## src/rtl/vc_fifo.sv

```systemverilog
// vc_fifo: NUM_VC virtual-channel FIFOs sharing one storage array, one write and one read per cycle.
//   in : clk, rst (async, active-high), write/write_vc/data_in, read/read_vc
//   out: data_out (head of read_vc, fall-through), per-VC empty/full/almost_full/count,
//        sticky overflow/underflow
module vc_fifo #(
  parameter int WIDTH    = 18,
  parameter int DEPTH    = 16,
  parameter int NUM_VC   = 4,
  parameter int AF_LEVEL = DEPTH - 2,
  localparam int VCW = $clog2(NUM_VC),
  localparam int AW  = $clog2(DEPTH),
  localparam int CW  = $clog2(DEPTH + 1)
) (
  input  logic                 clk,
  input  logic                 rst,
  input  logic                 write,
  input  logic [VCW-1:0]       write_vc,
  input  logic [WIDTH-1:0]     data_in,
  input  logic                 read,
  input  logic [VCW-1:0]       read_vc,
  output logic [WIDTH-1:0]     data_out,
  output logic [NUM_VC-1:0]    empty,
  output logic [NUM_VC-1:0]    full,
  output logic [NUM_VC-1:0]    almost_full,
  output logic [NUM_VC*CW-1:0] count,
  output logic                 overflow,
  output logic                 underflow
);
  logic [WIDTH-1:0] mem [NUM_VC*DEPTH];
  logic [AW-1:0] rd_ptr_q [NUM_VC];
  logic [AW-1:0] rd_ptr_d [NUM_VC];
  logic [AW-1:0] wr_ptr_q [NUM_VC];
  logic [AW-1:0] wr_ptr_d [NUM_VC];
  logic [CW-1:0] cnt_q [NUM_VC];
  logic [CW-1:0] cnt_d [NUM_VC];
  logic overflow_q, overflow_d, underflow_q, underflow_d;
  logic read_acc, write_acc;
  logic [NUM_VC-1:0] rd_hit, wr_hit;
  for (genvar i = 0; i < NUM_VC; i++) begin : g_vc
    assign empty[i]           = cnt_q[i] == '0;
    assign full[i]            = cnt_q[i] == CW'(DEPTH);
    assign almost_full[i]     = cnt_q[i] >= CW'(AF_LEVEL);
    assign count[i*CW +: CW]  = cnt_q[i];
    assign rd_hit[i]          = read_acc && read_vc == VCW'(i);
    assign wr_hit[i]          = write_acc && write_vc == VCW'(i);
  end
  assign read_acc  = read & ~empty[read_vc];
  // a full VC still takes a write when the same VC is popped this cycle
  assign write_acc = write & (~full[write_vc] | (read_acc & (read_vc == write_vc)));
  assign data_out  = mem[{read_vc, rd_ptr_q[read_vc]}];
  assign overflow  = overflow_q;
  assign underflow = underflow_q;
  always_comb begin
    for (int i = 0; i < NUM_VC; i++) begin
      rd_ptr_d[i] = rd_ptr_q[i] + AW'(rd_hit[i]);
      wr_ptr_d[i] = wr_ptr_q[i] + AW'(wr_hit[i]);
      cnt_d[i]    = (wr_hit[i] && !rd_hit[i]) ? cnt_q[i] + CW'(1) :
                    (rd_hit[i] && !wr_hit[i]) ? cnt_q[i] - CW'(1) : cnt_q[i];
    end
    overflow_d  = overflow_q | (write & ~write_acc);
    underflow_d = underflow_q | (read & ~read_acc);
  end
  always_ff @(posedge clk or posedge rst)
    if (rst) begin
      for (int i = 0; i < NUM_VC; i++) begin
        rd_ptr_q[i] <= '0;
        wr_ptr_q[i] <= '0;
        cnt_q[i]    <= '0;
      end
      overflow_q  <= 1'b0;
      underflow_q <= 1'b0;
    end else begin
      rd_ptr_q    <= rd_ptr_d;
      wr_ptr_q    <= wr_ptr_d;
      cnt_q       <= cnt_d;
      overflow_q  <= overflow_d;
      underflow_q <= underflow_d;
    end
  always_ff @(posedge clk)
    if (write_acc) mem[{write_vc, wr_ptr_q[write_vc]}] <= data_in;
endmodule

```

## config.mk

```make
export PLATFORM = sky130hd
export DESIGN_NAME = vc_fifo
export DESIGN_NICKNAME = d
export VERILOG_FILES = /design/src/rtl/vc_fifo.sv
export SDC_FILE = /design/constraint.sdc
export NUM_CORES = 2
export LEC_CHECK = 0
export ABC_AREA = 1
export CAP_MARGIN = 20
export CORE_ASPECT_RATIO = 0.8
export CORE_MARGIN = 10
export CORE_UTILIZATION = 35
export DETAILED_ROUTE_END_ITERATION = 8
export MAX_ROUTING_LAYER = met4
export PLACE_DENSITY = 0.46
export SYNTH_ARGS = -nofsm -noshare
export SYNTH_HDL_FRONTEND = slang
export SYNTH_SLANG_ARGS = --single-unit
```

## constraint.sdc

```tcl
create_clock -name clk -period 5.25 [get_ports clk]
set_input_delay 0.7875 -clock clk [delete_from_list [all_inputs] [get_ports clk]]
set_output_delay 0.7875 -clock clk [all_outputs]
set_load 0.02 [all_outputs]
```

# Word level (Yosys, flattened, before mapping)
# Memory sizes are Yosys's and may differ from the RTL's.
# Index checks and enable logic that the tools add are counted.
# classes
addsub,16
order_cmp,8
n_eq_ne,11
muxes,20
bitwise,14
n_reduce_logical,34
# ops
operator,n
2-to-1 mux 5 bit,8
adder 4 x 1 -> 4 bit,8
"adder 5 x 1 -> 5 bit, second input constant",4
"== test 5 bit, second input constant",4
"greater-or-equal comparator 5 x 4 -> 1 bit, second input constant",4
logical NOT 5 bit,4
"subtractor 5 x 1 -> 5 bit, second input constant",4
binary-select mux 4 bit (select 2 bit),2
logical AND 1 bit,16
2-to-1 mux 4 bit,4
"== test 2 bit, second input constant",4
logical NOT 1 bit,8
nonzero test 2 bit,4
"greater-or-equal comparator 3 bit, second input constant",2
"< comparator 2 x 3 -> 1 bit, second input constant",2
inverter 2 -> 3 bit,2
bitwise AND 1 bit,5
binary-select mux 1 bit (select 2 bit),2
"== test 2 x 1 -> 1 bit, second input constant",2
logical NOT 2 bit,2
2-to-1 mux 1 bit,4
inverter 1 bit,4
OR 1 bit,3
== test 2 bit,1
# word_totals
ff_bits,54
mem_bits_rw,1152
inputBits,26
word_cells,118
n_memories,1
# memory_table
name,depth,word_bits,rd,rd_clocked_by_memory_dff,write_ports,line_no,text
mem,64,18,1,0,1,29,logic [WIDTH-1:0] mem [NUM_VC*DEPTH];

# Depth between registers and ports, before layout
# logic_depth
depth_word,13
depth_mapped,22

# Worst setup path after synthesis
# Ideal clock, no wire load.
# synth_path
path_kind,input to register
from,in read_vc[1]
to,"mem mem[33][0], enable pin"
arrival_ns,3.236
slack_ns,1.598
path_stages,13
path_buffers,4
path_cell_list,buf_6 inv_4 nor2_1 buf_2 nand2_1 nand3_1 nor2_2 nand2_1 nand2_1 nand2_2 buf_6 buf_6 nor3_1
# synth_via
elab_chain_cells,9
elab_cells_between_ends,10
# synth_rtl
element,line_no,text
"start, declared",20,"input logic [VCW-1:0] read_vc,"
binary-select mux 1 bit (select 2 bit),47,assign read_acc = read & ~empty[read_vc];
2-to-1 mux 1 bit (implied by the code),47,
inverter 1 bit,47,
bitwise AND 1 bit,47,
bitwise AND 1 bit *,49,assign write_acc = write & (~full[write_vc] | (read_acc & (read_vc == write_vc)));
OR 1 bit *,49,
bitwise AND 1 bit *,49,
2-to-1 mux 1 bit *,80,"if (write_acc) mem[{write_vc, wr_ptr_q[write_vc]}] <= data_in;"
2-to-1 mux 1 bit (implied by the code) *,80,
"end, declared",29,
# Mark *: on every way between the ends. The rest lies on a longest branch, timed or not. The select of a mux whose other input is x is not followed.

# Worst setup path after layout
# layout_path
from,in read_vc[0]
to,out data_out[8]
# layout_via
elab_chain_cells,5
# layout_rtl
element,line_no,text
inverter 2 -> 3 bit (implied by the code),50,"assign data_out = mem[{read_vc, rd_ptr_q[read_vc]}];"
binary-select mux 4 bit (select 2 bit),50,
2-to-1 mux 4 bit (implied by the code) (2 in a row),50,
memory (64 x 18 bit) *,--,
"end, declared",21,"output logic [WIDTH-1:0] data_out,"
# Marked as above.

==> metrics.md <==
| Metric | Value |
|---|---|
| Status | finished, final reports clean |
| Clk buf depth | 3 |
| Max-cap violations | 0 |
| Design Area, Final | 0.06236 mm^2 |
| Worst slew pin tran | about 1.1 ns |
| Yosys cell types | 36 |
| Routed WL | 175000 um |
| P_sw | about 0.011 W |
| Syn-to-layout area delta | 16.28% |
| Pwr Density | between 400 and 500 mW/mm^2 |
| Syn_area_per_cell | approximately 11 um^2 |
| Hold buffer count at CTS | 0 |
| Core Area | approximately 0.15 mm^2 |
| Cell Int Power | roughly 0.019 W |
| Delay-heaviest family, CP | buffers and inverters |
| Most common cell on crit path | nand2_1 |
| Initial antenna violation count | 4 |
| Starting Density | a little over a third |
| WP depth | 18 |
| Detailed-route via count | between 30000 and 40000 |
| RSZ-0062 raised after global routing | false |
| RR Endpoint | count[4] |
| Fin crit period | 5.164 ns |
| Register share of total power | 37.2% |
| Worst Setup SP | read_vc[0] |
| Top cells by area, synth | edfxtp_1, nand3_1, nand2_1 |
| Crit path DAT | roughly 4.4 ns |
| Final std cells w/o fill | just over 7000 |
| Most frequent cells in the layout | nand2_1, edfxtp_1, nand3_1 |
| CP endpoint kind | primary output |
| GPL Wtd Cong | approximately 0.83 |
| Overall global routing resource usage | 20.87% |
| CTS Root Cell | clkbuf_16 |
| Detail Route Antenna Nets | 0 |
| Hold Slack | 0.2703 ns |
| Clock power share | around 30% |
| Crit path max-delay cell type | clkdlybuf4s50_1 |
| Cell taking the most area after synthesis | edfxtp_1 |
| Setup-failing EPs final | 0 |
| Final hold violation count | 0 |
| Clk sinks | ~1200 |
| Vias in the first global route | roughly 35000 |
| DIE WIDTH | about 460 um |
| Logic pwr share | about a third |
| Hold crit path type | in -> reg |
| Part of the cycle the worst path needs | around 100% |
| Reg-to-reg slack, setup | between 1.5 and 2 ns |
| DP Area | 0.05825 mm^2 |
| Slew Limit Fails | 0 |
| Core Rows | roughly 130 |
| Num CTS Buffers | about 130 |
| Switching Share | approximately 36% |
| # nets final | 5103 |
| Net Count, Synth | just under 5000 |
| Crit path largest cell delay | 0.61 ns |
| DR WL/cell | about 24 um |
| Syn Inst Count | 4898 |
| Port buffer count | 77 |
| End of the critical path | data_out[8] |
| Rel. slew slack | 26.80% |
| H-tree levels | 4 |
| Number of iterations in the first detailed-routing pass | 6 |
| Die height | ~370 um |
| Setup CP Type | in -> out |
| WP data required | around 4.5 ns |
| Layout cells sized above 1 | 10.29% |
| TritonCTS clock tree | done |
| FMAX | 193.7 MHz |
| Total Die Area | approximately 0.17 mm^2 |
| Crit-path cells | dlygate4sd2_1 > inv_4 > nand2_1 > nand2_1 > nand2_8 > buf_12 > buf_4 > buf_6 > nand3_1 > nand3_1 > nand3_1 > nand3_1 > nand2_1 > nand2_1 > nand2_1 > inv_1 > nand2_1 > clkdlybuf4s50_1 |
| Drt drc | 0 |
| Pleak | roughly 24 nW |
| Worst-path clk slew | ~0.06 ns |
| Placed cell count | 6924 |
| Setup Buffers After CTS | 0 |
| Worst R2R Path Depth | 18 |
| I/O pin cnt | 78 |
| Peak supply drop | around 320 uV |
| Vias per inst | 5.110 |
| Crit start category | input port |
| Synth warnings | 0 |
| Worst-path fanout max | 23 |
| DP Wirelength | about 100000 um |
| Initial DRC Count | ~3600 |
| Mapped cell area | ~0.054 mm^2 |
| FF+latch count, synth | roughly 1200 |
| Worst path bufs/invs | 7 |
| Resized Gates After CTS | 2 |
| Power Total | about 0.03 W |
| Top cell type's share of synthesized area | approximately 64% |
| First-pass GRT wire length | around 260000 um |
| FF-to-FF Start | count[0] |
| Clock latency on the worst-skew pair | 0.79 ns |
| Largest net degree at the start of global routing | 72 |
| Seq/Total Area, Yosys | 67.02% |
| Clock Skew | between 0.02 and 0.025 ns |
| Commonest non-fill, non-tap cell in the layout | nand2_1 |
| GRT overflow | 0 |
## logic make-up after synthesis
family | count (synthesis) | synth area share (%)
adders and majority gates | 36 | 0.8958
xor gates and xnor gates | 25 | 0.4082
DFF | 1206 | 67.02
buffers and inverters | 814 | 6.497
and+or+nand+nor | 2762 | 24.56
AOI/OAI and AO/OA | 55 | 0.6159
## power by group through the flow
stage | clock network [W] | logic (W) | registers [W]
final | 0.00904 | 0.00985 | 0.0112
after CTS | 0.00925 | 0.00986 | 0.0112
after floorplan | 0 | 0.00528 | 0.0114
after detailed placement | 0 | 0.00984 | 0.0114
after global routing | 0.00963 | 0.0107 | 0.0112
after global placement | 0 | 0.00985 | 0.0114
## cell type report
cell class                 instances  area [um^2]
tap                             2015         2521
timing repair buffer             322         3313
clock buffer                     169         3546
multi-input combinational       2878        14570
antenna                            3        7.507
clock inverter                    66        566.8
inverter                         502         1894
fill                           14640        89940
sequential                      1206        35940
## cell usage after synthesis
cell type / instances
a21oi_1: 19
a22oi_1: 1
buf_2: 232
fa_1: 4
nand3_1: 1041
nor2_4: 2
edfxtp_1: 1152
nor2_2: 2
clkbuf_1: 35
buf_6: 9
ha_1: 32
o22ai_1: 2
buf_4: 17
a221oi_1: 2
o21ai_2: 1
o21ai_0: 18
buf_1: 19
o31ai_1: 4
nor2_1: 50
nor3_1: 66
inv_1: 493
clkinv_1: 4
dfrtp_1: 54
a21o_1: 3
nand2_1: 1232
inv_2: 2
inv_4: 3
xor2_1: 17
nand3b_1: 360
nand2_4: 5
a31o_2: 1
a31oi_1: 2
nand2_2: 3
o22ai_2: 2
nor3_2: 1
xnor2_1: 8
## layer usage
metal | wire (um) | track usage (%)
met1 | 82970 | 30.11
met2 | 77130 | 30.38
met3 | 10680 | 3.260
met4 | 4255 | 5.800
met5 | 0 | -
## flip-flops by register name, indices dropped and copies added (netlist names)
signal and flops:
count 20, overflow 1, wr_ptr_q 16, underflow 1, rd_ptr_q 16, mem 1152
## worst register-to-register path: cells and delay by family (launching register included)
kind,cells,cell delay [ns]
xor gates and xnor gates,1,0.16
and+or+nand+nor,11,1.74
DFF,1,0.47
adders and majority gates,2,0.61
AOI/OAI and AO/OA,3,0.52
buffers and inverters,1,0.12
## worst min path at each step
stage	startpoint	end	slack (ns)	cells after the start
3_5_place_dp	underflow	underflow	0.45	1
3_3_place_gp	underflow	underflow	0.44	1
4_1_cts	data_in[7]	mem[33][7]	0.21	1
2_1_floorplan	rd_ptr_q[11]	rd_ptr_q[11]	0.45	1
6_report	data_in[7]	mem[33][7]	0.27	1
5_1_grt	data_in[7]	mem[33][7]	0.24	1
## per-stage QoR
stage	utilization [%]	setup WS [ns]	TNS, ns
floorplan	-	1.598	0
global placement	38.24	-0.2234	-0.3798
detailed placement	38.24	-0.2192	-0.3582
CTS	40.94	0.1410	0
global route	40.94	0.01644	0
finish	40.95	0.08614	0
Note: power is estimated with default switching activity, not from simulation.
